--- src/rtl/seg7_pkg.sv ---
// rtl/seg7_pkg.sv - shared 7-segment types and constants for the scan driver
//
// Contents:
//   seg7_t          7-bit active-low segment pattern (bit 0 = segment a)
//   SEG7_BLANK      all segments off (7'h7F)
//   SEG7_ZERO       glyph "0" (7'h40)
//   seg7_digits_t   unpacked digit array at the default display width
package seg7_pkg;

    typedef logic [6:0] seg7_t;

    localparam seg7_t SEG7_BLANK = 7'h7F;
    localparam seg7_t SEG7_ZERO  = 7'h40;

    localparam int SEG7_DEF_DIGITS = 8;

    typedef seg7_t seg7_digits_t [SEG7_DEF_DIGITS];

endpackage

--- src/rtl/seg7_scan_driver_if.sv ---
// rtl/seg7_scan_driver_if.sv - display-side signal bundle of the 7-segment scanner
//
// Signals:
//   en           display enable (low = dark, scanning continues)
//   seg_in       per-digit active-low patterns, element 0 least significant
//   seg_out      active-low shared segment lines
//   an_out       active-low anode selects, one-hot-low or all-high
//   digit_idx    digit currently being scanned
//   frame_start  one-cycle pulse in cycle 0 of slot 0
// Modports:
//   master       the scan driver (consumes en/seg_in, drives the pins)
//   slave        the surrounding logic / board model
interface seg7_scan_driver_if #(
    parameter int NUM_DIGITS = 8
);
    import seg7_pkg::*;

    localparam int IDX_W = $clog2(NUM_DIGITS);

    logic                  en;
    seg7_t                 seg_in [NUM_DIGITS];
    seg7_t                 seg_out;
    logic [NUM_DIGITS-1:0] an_out;
    logic [IDX_W-1:0]      digit_idx;
    logic                  frame_start;

    modport master (
        input  en,
        input  seg_in,
        output seg_out,
        output an_out,
        output digit_idx,
        output frame_start
    );

    modport slave (
        output en,
        output seg_in,
        input  seg_out,
        input  an_out,
        input  digit_idx,
        input  frame_start
    );

endinterface

--- src/rtl/seg7_lz_mask.sv ---
// rtl/seg7_lz_mask.sv - registered leading-zero blank mask over a digit snapshot
//
// Used only when SEG7_LEADING_ZERO_BLANK_EN is defined.
// Ports:
//   clk, rst     clock, asynchronous active-high reset
//   load         capture mask_next into mask (same edge as the snapshot)
//   pattern      digit patterns the mask is computed over
//   mask_next    combinational mask of pattern (bit set = digit blanked)
//   mask         registered mask, held until the next load
module seg7_lz_mask
    import seg7_pkg::*;
#(
    parameter int NUM_DIGITS = 8
) (
    input  logic                  clk,
    input  logic                  rst,
    input  logic                  load,
    input  seg7_t                 pattern [NUM_DIGITS],
    output logic [NUM_DIGITS-1:0] mask_next,
    output logic [NUM_DIGITS-1:0] mask
);

    logic still_leading;

    // Walk from the most significant digit down; a digit is blanked only
    // while every digit above it was a blanked "0". Digit 0 always shows.
    always_comb begin
        mask_next     = '0;
        still_leading = 1'b1;
        for (int i = NUM_DIGITS - 1; i >= 1; i--) begin
            still_leading = still_leading && (pattern[i] == SEG7_ZERO);
            mask_next[i]  = still_leading;
        end
    end

    always_ff @(posedge clk or posedge rst) begin
        if (rst) begin
            mask <= '0;
        end else if (load) begin
            mask <= mask_next;
        end
    end

endmodule

--- src/rtl/seg7_scan_driver.sv ---
// rtl/seg7_scan_driver.sv - time-multiplexed common-anode 7-segment scanner
//
// Optional feature macro: SEG7_LEADING_ZERO_BLANK_EN (leading-zero blanking).
// Parameters:
//   NUM_DIGITS    digits scanned (>= 2)
//   CLK_DIV       clock cycles per digit slot (> BLANK_CYCLES)
//   BLANK_CYCLES  dark cycles at the start of each slot (>= 1)
// Ports:
//   clk, rst      clock, asynchronous active-high reset
//   disp          seg7_scan_driver_if.master: en, seg_in in; seg_out, an_out,
//                 digit_idx, frame_start out (all outputs straight from flops)
module seg7_scan_driver
    import seg7_pkg::*;
#(
    parameter int NUM_DIGITS   = 8,
    parameter int CLK_DIV      = 50000,
    parameter int BLANK_CYCLES = 16
) (
    input  logic                    clk,
    input  logic                    rst,
    seg7_scan_driver_if.master      disp
);

    localparam int CNT_W = $clog2(CLK_DIV);
    localparam int IDX_W = $clog2(NUM_DIGITS);

    localparam logic [CNT_W-1:0] CNT_LAST  = CNT_W'(CLK_DIV - 1);
    localparam logic [CNT_W-1:0] BLANK_END = CNT_W'(BLANK_CYCLES);
    localparam logic [IDX_W-1:0] IDX_LAST  = IDX_W'(NUM_DIGITS - 1);

    // cnt/idx always hold the slot position of the cycle currently on the
    // pins. The first edge after reset is cycle 0 itself, so the position
    // must not advance on that edge; "running" marks that it has happened.
    logic                  running;
    logic [CNT_W-1:0]      cnt;
    logic [IDX_W-1:0]      idx;
    logic [CNT_W-1:0]      cnt_n;
    logic [IDX_W-1:0]      idx_n;

    logic                  fs_q;
    logic [NUM_DIGITS-1:0] an_q;
    seg7_t                 seg_q;
    seg7_t                 snap [NUM_DIGITS];

    logic                  blank_n;
    logic                  lz_hide;
    seg7_t                 cur_pattern;

    always_comb begin
        cnt_n = cnt;
        idx_n = idx;
        if (running) begin
            if (cnt == CNT_LAST) begin
                cnt_n = '0;
                idx_n = (idx == IDX_LAST) ? '0 : idx + 1'b1;
            end else begin
                cnt_n = cnt + 1'b1;
            end
        end
    end

    assign blank_n = (cnt_n < BLANK_END);

    // The snapshot lands on the edge that ends cycle 0 while the same edge
    // already computes cycle 1's outputs; forward seg_in there so a
    // one-cycle blank gap still shows this frame's data.
    assign cur_pattern = fs_q ? disp.seg_in[idx_n] : snap[idx_n];

`ifdef SEG7_LEADING_ZERO_BLANK_EN
    logic [NUM_DIGITS-1:0] lz_mask;
    logic [NUM_DIGITS-1:0] lz_mask_next;

    seg7_lz_mask #(
        .NUM_DIGITS (NUM_DIGITS)
    ) u_lz_mask (
        .clk       (clk),
        .rst       (rst),
        .load      (fs_q),
        .pattern   (disp.seg_in),
        .mask_next (lz_mask_next),
        .mask      (lz_mask)
    );

    assign lz_hide = fs_q ? lz_mask_next[idx_n] : lz_mask[idx_n];
`else
    assign lz_hide = 1'b0;
`endif

    always_ff @(posedge clk or posedge rst) begin
        if (rst) begin
            running <= 1'b0;
            cnt     <= '0;
            idx     <= '0;
            fs_q    <= 1'b0;
            an_q    <= '1;
            seg_q   <= SEG7_BLANK;
            for (int i = 0; i < NUM_DIGITS; i++) begin
                snap[i] <= SEG7_BLANK;
            end
        end else begin
            running <= 1'b1;
            cnt     <= cnt_n;
            idx     <= idx_n;
            fs_q    <= (cnt_n == '0) && (idx_n == '0);

            if (fs_q) begin
                for (int i = 0; i < NUM_DIGITS; i++) begin
                    snap[i] <= disp.seg_in[i];
                end
            end

            if (!disp.en || blank_n || lz_hide) begin
                an_q  <= '1;
                seg_q <= SEG7_BLANK;
            end else begin
                an_q  <= ~(NUM_DIGITS'(1) << idx_n);
                seg_q <= cur_pattern;
            end
        end
    end

    assign disp.seg_out     = seg_q;
    assign disp.an_out      = an_q;
    assign disp.digit_idx   = idx;
    assign disp.frame_start = fs_q;

endmodule
--- src/flat_wrapper.sv ---
// flat-port wrapper written by rule: the top's interface ports become plain ports
module seg7_scan_driver_flat import seg7_pkg::*;
#(
    parameter int NUM_DIGITS   = 8,
    parameter int CLK_DIV      = 50000,
    parameter int BLANK_CYCLES = 16
)
  (clk, rst, disp_en, disp_seg_in, disp_seg_out, disp_an_out, disp_digit_idx, disp_frame_start);
  seg7_scan_driver_if #(.NUM_DIGITS(NUM_DIGITS)) disp_i ();
  input  logic clk;
  input  logic rst;
  input wire logic [$bits(disp_i.en)-1:0] disp_en;
  input wire logic [$bits(disp_i.seg_in)-1:0] disp_seg_in;
  output wire logic [$bits(disp_i.seg_out)-1:0] disp_seg_out;
  output wire logic [$bits(disp_i.an_out)-1:0] disp_an_out;
  output wire logic [$bits(disp_i.digit_idx)-1:0] disp_digit_idx;
  output wire logic [$bits(disp_i.frame_start)-1:0] disp_frame_start;
  assign disp_i.en = disp_en;
  assign disp_i.seg_in = {>>{disp_seg_in}};
  assign disp_seg_out = disp_i.seg_out;
  assign disp_an_out = disp_i.an_out;
  assign disp_digit_idx = disp_i.digit_idx;
  assign disp_frame_start = disp_i.frame_start;
  seg7_scan_driver #(.NUM_DIGITS(NUM_DIGITS), .CLK_DIV(CLK_DIV), .BLANK_CYCLES(BLANK_CYCLES)) u_core (.clk(clk), .rst(rst), .disp(disp_i));
endmodule
--- config.mk ---
export PLATFORM = sky130hd
export DESIGN_NAME = seg7_scan_driver_flat
export DESIGN_NICKNAME = d
export VERILOG_FILES = /design/src/rtl/seg7_pkg.sv /design/src/rtl/seg7_scan_driver_if.sv /design/src/rtl/seg7_lz_mask.sv /design/src/rtl/seg7_scan_driver.sv /design/src/flat_wrapper.sv
export SDC_FILE = /design/constraint.sdc
export NUM_CORES = 1
export LEC_CHECK = 0
export CORE_UTILIZATION = 54
export DETAILED_ROUTE_END_ITERATION = 10
export DONT_BUFFER_PORTS = 1
export PLACE_DENSITY = 0.69
export SYNTH_ARGS = -nofsm -noshare
export SYNTH_HDL_FRONTEND = slang
export SYNTH_SLANG_ARGS = --single-unit
--- constraint.sdc ---
create_clock -name clk -period 4.1 [get_ports clk]
set_input_delay 0.205 -clock clk [delete_from_list [all_inputs] [get_ports clk]]
set_output_delay 0.205 -clock clk [all_outputs]
set_load 0.01 [all_outputs]
==> results of run 1 <==
## cells in the mapped netlist (all sizes together) (3+ instances only)
cell type  count  area [um2]
dfstp         71        1870
mux2          57         642
mux2i         35         375
nand2         33         124
o21ai         31         155
a221oi        29         260
dfrtp         21         526
clkbuf        19        72.6
nor2          18        67.6
nand3         10        50.1
a22oi          8        60.1
buf            8        51.3
inv            8        30.0
xor2           8        70.1
nor4           6        43.8
xnor2          6        52.6
nand4          5        31.3
or3            4        25.0
a31oi          3        18.8
and2           3        18.8
ha             3        37.5
nor3           3        15.0
## power by group
| part | leakage [nW] | internal [mW] | switching [mW] |
|---|---|---|---|
| registers | 1.02 | 1.49 | 0.269 |
| clock network | 0.103 | 0.320 | 0.305 |
| logic | 1.21 | 0.454 | 0.313 |
## metal layers
metal / share of wire [%] / vias to the layer above
met5: 0 / -
met3: 7.3 / 8
met2: 46 / 124
met1: 46 / 1732
li1: - / 1621
met4: 0.75 / 0
## worst max path at each step
stage | startpoint | end | slack, ns | cells past startpoint
after floorplan | u_core.cnt[4]$_DFF_PP0_ | u_core.disp.seg_out[1]$_DFF_PP1_ | 1.15 | 10
after global placement | u_core.cnt[4]$_DFF_PP0_ | u_core.disp.seg_out[6]$_DFF_PP1_ | 0.76 | 8
after detailed placement | u_core.cnt[4]$_DFF_PP0_ | u_core.disp.seg_out[6]$_DFF_PP1_ | 0.68 | 8
after CTS | u_core.cnt[4]$_DFF_PP0_ | u_core.disp.seg_out[6]$_DFF_PP1_ | 0.66 | 8
after global routing | u_core.cnt[4]$_DFF_PP0_ | u_core.disp.seg_out[6]$_DFF_PP1_ | 0.49 | 8
final | u_core.cnt[4]$_DFF_PP0_ | u_core.disp.seg_out[6]$_DFF_PP1_ | 0.64 | 8
## critical path: stages, from the launching register on
cell and delay (ns):
dfrtp_1 0.46, or4b_4 0.60, or4_4 0.64, mux2i_4 0.52
inv_2 0.29, a221oi_2 0.23, o21ai_1 0.10, and3_1 0.20
or3_1 0.34
## logic make-up after synthesis
kind of cell    Yosys count  synth area share [%]
compound gates           77                  11.4
xor+xnor                 14                  2.57
fa+ha+maj                 3                 0.788
buf+inv                  35                  3.23
flops                    92                  50.2
mux                      92                  21.4
other cells               1                0.0787
simple gates             96                  10.4
## layout make-up
type,instances,area [um2]
Clock buffer,13,160
Timing Repair Buffer,66,638
Clock inverter,3,43.8
Multi-Input combinational cell,283,2240
Inverter,8,31.3
Sequential cell,92,2390
Fill cell,632,2750
Tap cell,105,131
## flip-flops by register name, summed over array words and instances (netlist names)
register	count
u_core.running	1
u_core.disp.frame_start	1
u_core.snap	56
u_core.disp.digit_idx	3
u_core.disp.an_out	8
u_core.cnt	16
u_core.disp.seg_out	7
## stage by stage
stage	std cells	instance area [um2]	util [%]
3_3_place_gp	497	4860	58.0
3_5_place_dp	497	4860	58.0
6_report	570	5630	67.2
4_1_cts	570	5630	67.2
2_1_floorplan	410	4760	-
5_1_grt	570	5630	67.2
## repair_timing
item,CTS,global route
hold buffers,57,0
endpoints found under the hold margin,75,0
setup buffers,0,0
==> impl_metrics.env, run 1 <==
export IMPL_yosys_cell_types_count=47
export IMPL_via_per_inst=6.11
export IMPL_syn_area_mm2=0.00476
export IMPL_path_class="reg2reg"
export IMPL_yosysWarnings=0
export IMPL_ant_nets=0
export IMPL_finClkSkew_ns=0.00916
export IMPL_hold_path_cell_count=4
export IMPL_power_mw=3.15
export IMPL_grt_pass1_wl_um=18500
export IMPL_slew_headroom_pct=27.6
export IMPL_grt_max_degree=63
export IMPL_dieArea_mm2=0.00920
export IMPL_post_route_min_period_ns=3.46
export IMPL_ys_flop_type="dfstp_2"
export IMPL_synth_edf_count=0
export IMPL_reg2reg_to="u_core.disp.seg_out[6]$_DFF_PP1_"
export IMPL_numCtsBuffers=9
export IMPL_fp_dieH_um=95.9
export IMPL_pre_cts_ws_ns=0.684
export IMPL_grt_pass1_vias=3545
export IMPL_track_usage_pct=27.0
export IMPL_grt_use_met3_pct=7.27
export IMPL_powerDensity_mw_per_mm2=559
export IMPL_avgSynthCellArea_um2=11.6
export IMPL_cts_tree="yes"
export IMPL_io_pins=78
export IMPL_final_layout_size_suffix_gt1_share_pct=35.1
export IMPL_place_gp_congestion=0.858
export IMPL_drv_slew=0
export IMPL_core_mm2=0.00838
export IMPL_grt_busiest_layer="met2"
export IMPL_finalCritPeriodShare_pct=84.5
export IMPL_maxCapViolCount=0
export IMPL_grt_overflow_total=0
export IMPL_use_met1_pct=39.2
export IMPL_status="finished clean"
export IMPL_tightest_slew_ns=1.09
export IMPL_antennaDiodeCount=0
export IMPL_final_cell_mix="dfstp_2, mux2_2, dlygate4sd3_1"
export IMPL_clock_latency_ns=0.37
export IMPL_worstHoldStart="disp_seg_in[38]"
export IMPL_finalSetupViolCount=0
export IMPL_fin_hold_ws_ns=0.159
export IMPL_routedWlPerCell_um=20.2
export IMPL_antenna_found_initial=0
export IMPL_io_buffers=0
export IMPL_vdd_drop_max_v=0.000300
export IMPL_hold_viol_final=0
export IMPL_clk_pin_slew_ns=0.08
export IMPL_drtPass1Iterations=4
export IMPL_startpoint_type="flip-flop"
export IMPL_seq_area_frac_synth_pct=50.2
export IMPL_r2r_start="u_core.cnt[4]$_DFF_PP0_"
export IMPL_arrival_ns=3.75
export IMPL_min_to="u_core.disp.seg_out[3]$_DFF_PP1_"
export IMPL_htree_levels=3
export IMPL_fp_dieW_um=95.9
export IMPL_finalWorstSetupSlack_ns=0.635
export IMPL_r2r_slack_ns=0.64
export IMPL_clk_path_buf_depth=2
export IMPL_max_freq_mhz=289
export IMPL_r2r_cells=8
export IMPL_dp_hpwl_um=7560
export IMPL_grt_setup_unrepaired="false"
export IMPL_initial_core_util_pct=56.8
export IMPL_vias=3485
export IMPL_synthArstFlopShare_pct=100
export IMPL_cts_root_buf="clkbuf_8"
export IMPL_drcViolationCount=0
export IMPL_final_setup_tns_ns=0
export IMPL_synth_nets=472
export IMPL_worstPathRequired_ns=4.38
export IMPL_hold_class="in2reg"
export IMPL_wl_um=11500
export IMPL_clock_sinks=92
export IMPL_layout_commonest_cell="dfstp_2"
export IMPL_area_growth_pct=18.3
export IMPL_rows=33
export IMPL_leakage_nw=2.34
export IMPL_globalRouteMet2Util_pct=40.4
export IMPL_ys_ff_latch=92
export IMPL_syn_inst=410
export IMPL_drt_iter0_markers=274
export IMPL_critPathCaptureType="flip-flop"
export IMPL_fin_nets=522
export IMPL_cts_resized=0
export IMPL_path_max_fanout=17
(Power assumes the default switching activity.)
==> run 2: changes to the inputs <==
--- a/config.mk
+++ b/config.mk
@@ -5,6 +5,7 @@
 export SDC_FILE = /design/constraint.sdc
 export NUM_CORES = 1
 export LEC_CHECK = 0
+export ABC_AREA = 1
 export CORE_UTILIZATION = 54
 export DETAILED_ROUTE_END_ITERATION = 10
 export DONT_BUFFER_PORTS = 1
==> constraint.sdc (replaced) <==
create_clock -name clk -period 3.37 [get_ports clk]
set_input_delay 0.1685 -clock clk [delete_from_list [all_inputs] [get_ports clk]]
set_output_delay 0.1685 -clock clk [all_outputs]
set_load 0.01 [all_outputs]
==> impl_metrics.env, run 2 <==
export IMPL_ant_nets=0
export IMPL_clk_pin_slew_ns=0.11
export IMPL_synthArstFlopShare_pct=100
export IMPL_htree_levels=3
export IMPL_yosysTopAreaCell="dfstp_2"
export IMPL_layout_commonest_cell="nand2_1"
export IMPL_vias=5029
export IMPL_largest_reg_flops=56
export IMPL_post_route_min_period_ns=2.55
export IMPL_grt_pass1_wl_um=23300
export IMPL_placedCellCount=844
export IMPL_grt_setup_unrepaired="false"
export IMPL_hold_class="in2reg"
export IMPL_via_per_inst=5.48
export IMPL_antenna_found_initial=1
export IMPL_drt_iter0_markers=416
export IMPL_yosysWarnings=0
export IMPL_wl_um=14300
export IMPL_vdd_drop_max_v=0.000360
export IMPL_tightest_slew_ns=1.09
export IMPL_cp_slowest_cell="buf_4"
export IMPL_finalSetupViolCount=0
export IMPL_drv_slew=0
export IMPL_worstPathRequired_ns=3.68
export IMPL_status="finished clean"
export IMPL_postCtsSetupBuffers=0
export IMPL_io_buffers=0
export IMPL_maxCapViolCount=0
export IMPL_initial_core_util_pct=56.2
export IMPL_fp_dieH_um=100
export IMPL_largest_register="u_core.snap"
export IMPL_clock_sinks=92
export IMPL_synth_nets=811
export IMPL_leakage_nw=2.99
export IMPL_track_usage_pct=29.7
export IMPL_powerDensity_mw_per_mm2=646
export IMPL_arrival_ns=2.86
export IMPL_finalWorstSetupSlack_ns=0.819
export IMPL_instances_no_fill=917
export IMPL_netlist_area_leader_share_pct=35.8
export IMPL_synthMuxAreaShare_pct=0
export IMPL_final_layout_size_suffix_gt1_share_pct=14.7
export IMPL_path_class="reg2reg"
export IMPL_yosys_area_share_simple_pct=44.8
export IMPL_grt_pass1_vias=4757
export IMPL_crit_buf_inv=2
export IMPL_r2r_slack_ns=0.82
export IMPL_finalCritPeriodShare_pct=75.7
export IMPL_globalRouteMet2Util_pct=47.3
export IMPL_synth_top_family_by_area="simple AND/OR/NAND/NOR gates"
export IMPL_slew_headroom_pct=27.2
export IMPL_min_to="u_core.disp.an_out[7]$_DFF_PP1_"
export IMPL_area_growth_pct=15.3
export IMPL_cts_tree="yes"
export IMPL_path_max_fanout=45
export IMPL_cpPeakStageDelay_ns=0.45
export IMPL_ys_top_cells_by_count="nand2_1, nand3_1, dfstp_2"
export IMPL_synthTopCellsByArea="dfstp_2, nand2_1, nand3_1, dfrtp_1, inv_1"
export IMPL_final_cell_mix="nand2_1, nand3_1, dfstp_2"
export IMPL_synth_edf_count=0
export IMPL_path_delay_family="simple AND/OR/NAND/NOR gates"
export IMPL_rows=35
export IMPL_grt_use_met3_pct=5.71
export IMPL_ys_flop_type="dfstp_2"
export IMPL_syn_area_mm2=0.00522
export IMPL_drcViolationCount=0
export IMPL_reg2reg_to="u_core.disp.seg_out[3]$_DFF_PP1_"
export IMPL_dp_hpwl_um=9120
export IMPL_io_pins=78
export IMPL_post_route_util_pct=64.8
export IMPL_numCtsBuffers=9
export IMPL_worstPathCellList="ha_1 -> nand2_1 -> inv_1 -> nand2_1 -> nor2_4 -> nand2_4 -> nand2_4 -> buf_4 -> nand3_1 -> nand2_1 -> nand2_1 -> nand3_1 -> nand3_1 -> nand3_1"
export IMPL_syn_inst=749
export IMPL_max_freq_mhz=392
export IMPL_r2r_cells=14
export IMPL_r2r_start="u_core.cnt[0]$_DFF_PP0_"
export IMPL_dieArea_mm2=0.0101
export IMPL_clock_latency_ns=0.37
export IMPL_cts_root_buf="clkbuf_8"
export IMPL_fin_nets=844
export IMPL_startpoint_type="flip-flop"
export IMPL_yosys_cell_types_count=29
export IMPL_final_setup_tns_ns=0
export IMPL_grt_overflow_total=0
export IMPL_synth_compound_area_share_pct=1.66
export IMPL_ys_ff_latch=92
export IMPL_avgSynthCellArea_um2=6.96
export IMPL_finClkSkew_ns=0.0107
export IMPL_critPathCaptureType="flip-flop"
export IMPL_clk_path_buf_depth=2
export IMPL_core_mm2=0.00928
export IMPL_worstHoldStart="disp_en"
export IMPL_hold_path_cell_count=3
export IMPL_hold_viol_final=0
export IMPL_place_gp_congestion=0.895
export IMPL_grt_max_degree=65
export IMPL_drtPass1Iterations=6
export IMPL_synth_most_common_cell="nand2_1"
export IMPL_pre_cts_ws_ns=0.899
export IMPL_synth_xor_area_share_pct=0
export IMPL_use_met1_pct=41.9
export IMPL_fp_dieW_um=100
export IMPL_grt_busiest_layer="met2"
export IMPL_synthAdderAreaFrac_pct=0.720
export IMPL_routedWlPerCell_um=15.6
export IMPL_seq_area_frac_synth_pct=45.8
==> run 2: cell type report <==
type | instances | area, um2
Fill cell | 863 | 3270
Sequential cell | 92 | 2390
Clock inverter | 7 | 85.1
Inverter | 40 | 151
Timing Repair Buffer | 64 | 633
Antenna cell | 1 | 2.50
Tap cell | 129 | 161
Clock buffer | 9 | 124
Multi-Input combinational cell | 575 | 2460
==> run 2: worst max path at each step <==
stage,startpoint,endpoint,cells after the start
finish,u_core.cnt[0]$_DFF_PP0_,u_core.disp.seg_out[3]$_DFF_PP1_,14
global route,u_core.cnt[0]$_DFF_PP0_,u_core.disp.seg_out[3]$_DFF_PP1_,14
CTS,u_core.cnt[0]$_DFF_PP0_,u_core.disp.seg_out[5]$_DFF_PP1_,14
detailed placement,u_core.cnt[0]$_DFF_PP0_,u_core.disp.seg_out[5]$_DFF_PP1_,14
global placement,u_core.running$_DFF_PP0_,u_core.disp.seg_out[0]$_DFF_PP1_,13
floorplan,rst,u_core.cnt[0]$_DFF_PP0_,1
==> run 2: kinds of logic (layout without fill, tap and decap cells) <==
kind of cell,count (synthesis),in the layout
AOI/OAI and AO/OA,15,15
adders and majority gates,3,3
buffers and inverters,82,120
DFF,92,92
other,1,2
and+or+nand+nor,556,556
==> run 2: metrics by stage <==
stage	hold WS, ns	area, um2	total power, mW
after floorplan	0.264	5220	2.77
after global placement	0.267	5240	2.99
after detailed placement	0.269	5240	3.02
after CTS	0.101	6010	3.89
after global routing	0.143	6010	4.13
final	0.112	6010	3.89
==> run 2: power breakdown <==
group          internal (mW)  switching, mW  total (mW)  leakage [nW]
Clock                  0.362          0.446       0.809         0.109
Sequential              1.80          0.308        2.11          1.02
Combinational          0.412          0.561       0.973          1.86
Total                   2.57           1.32        3.89          2.99
==> run 2: worst reg2reg max path: cells and delay by family, from the launching register on <==
| kind | cells | cell delay (ns) |
|---|---|---|
| buffers and inverters | 2 | 0.52 |
| AND/OR/NAND/NOR | 11 | 1.34 |
| adder cells (fa/ha/maj) | 1 | 0.22 |
| flip-flops | 1 | 0.41 |
==> run 2: timing repair <==
item,CTS,global route
hold buffers,56,0
hold endpoints to repair,56,0
gates resized for setup,0,0
==> run 2: layer usage <==
layer | up-vias | share of wire, %
met3 | 18 | 7.0
met2 | 184 | 47
li1 | 2424 | -
met1 | 2403 | 44
met4 | 0 | 1.6
met5 | - | 0
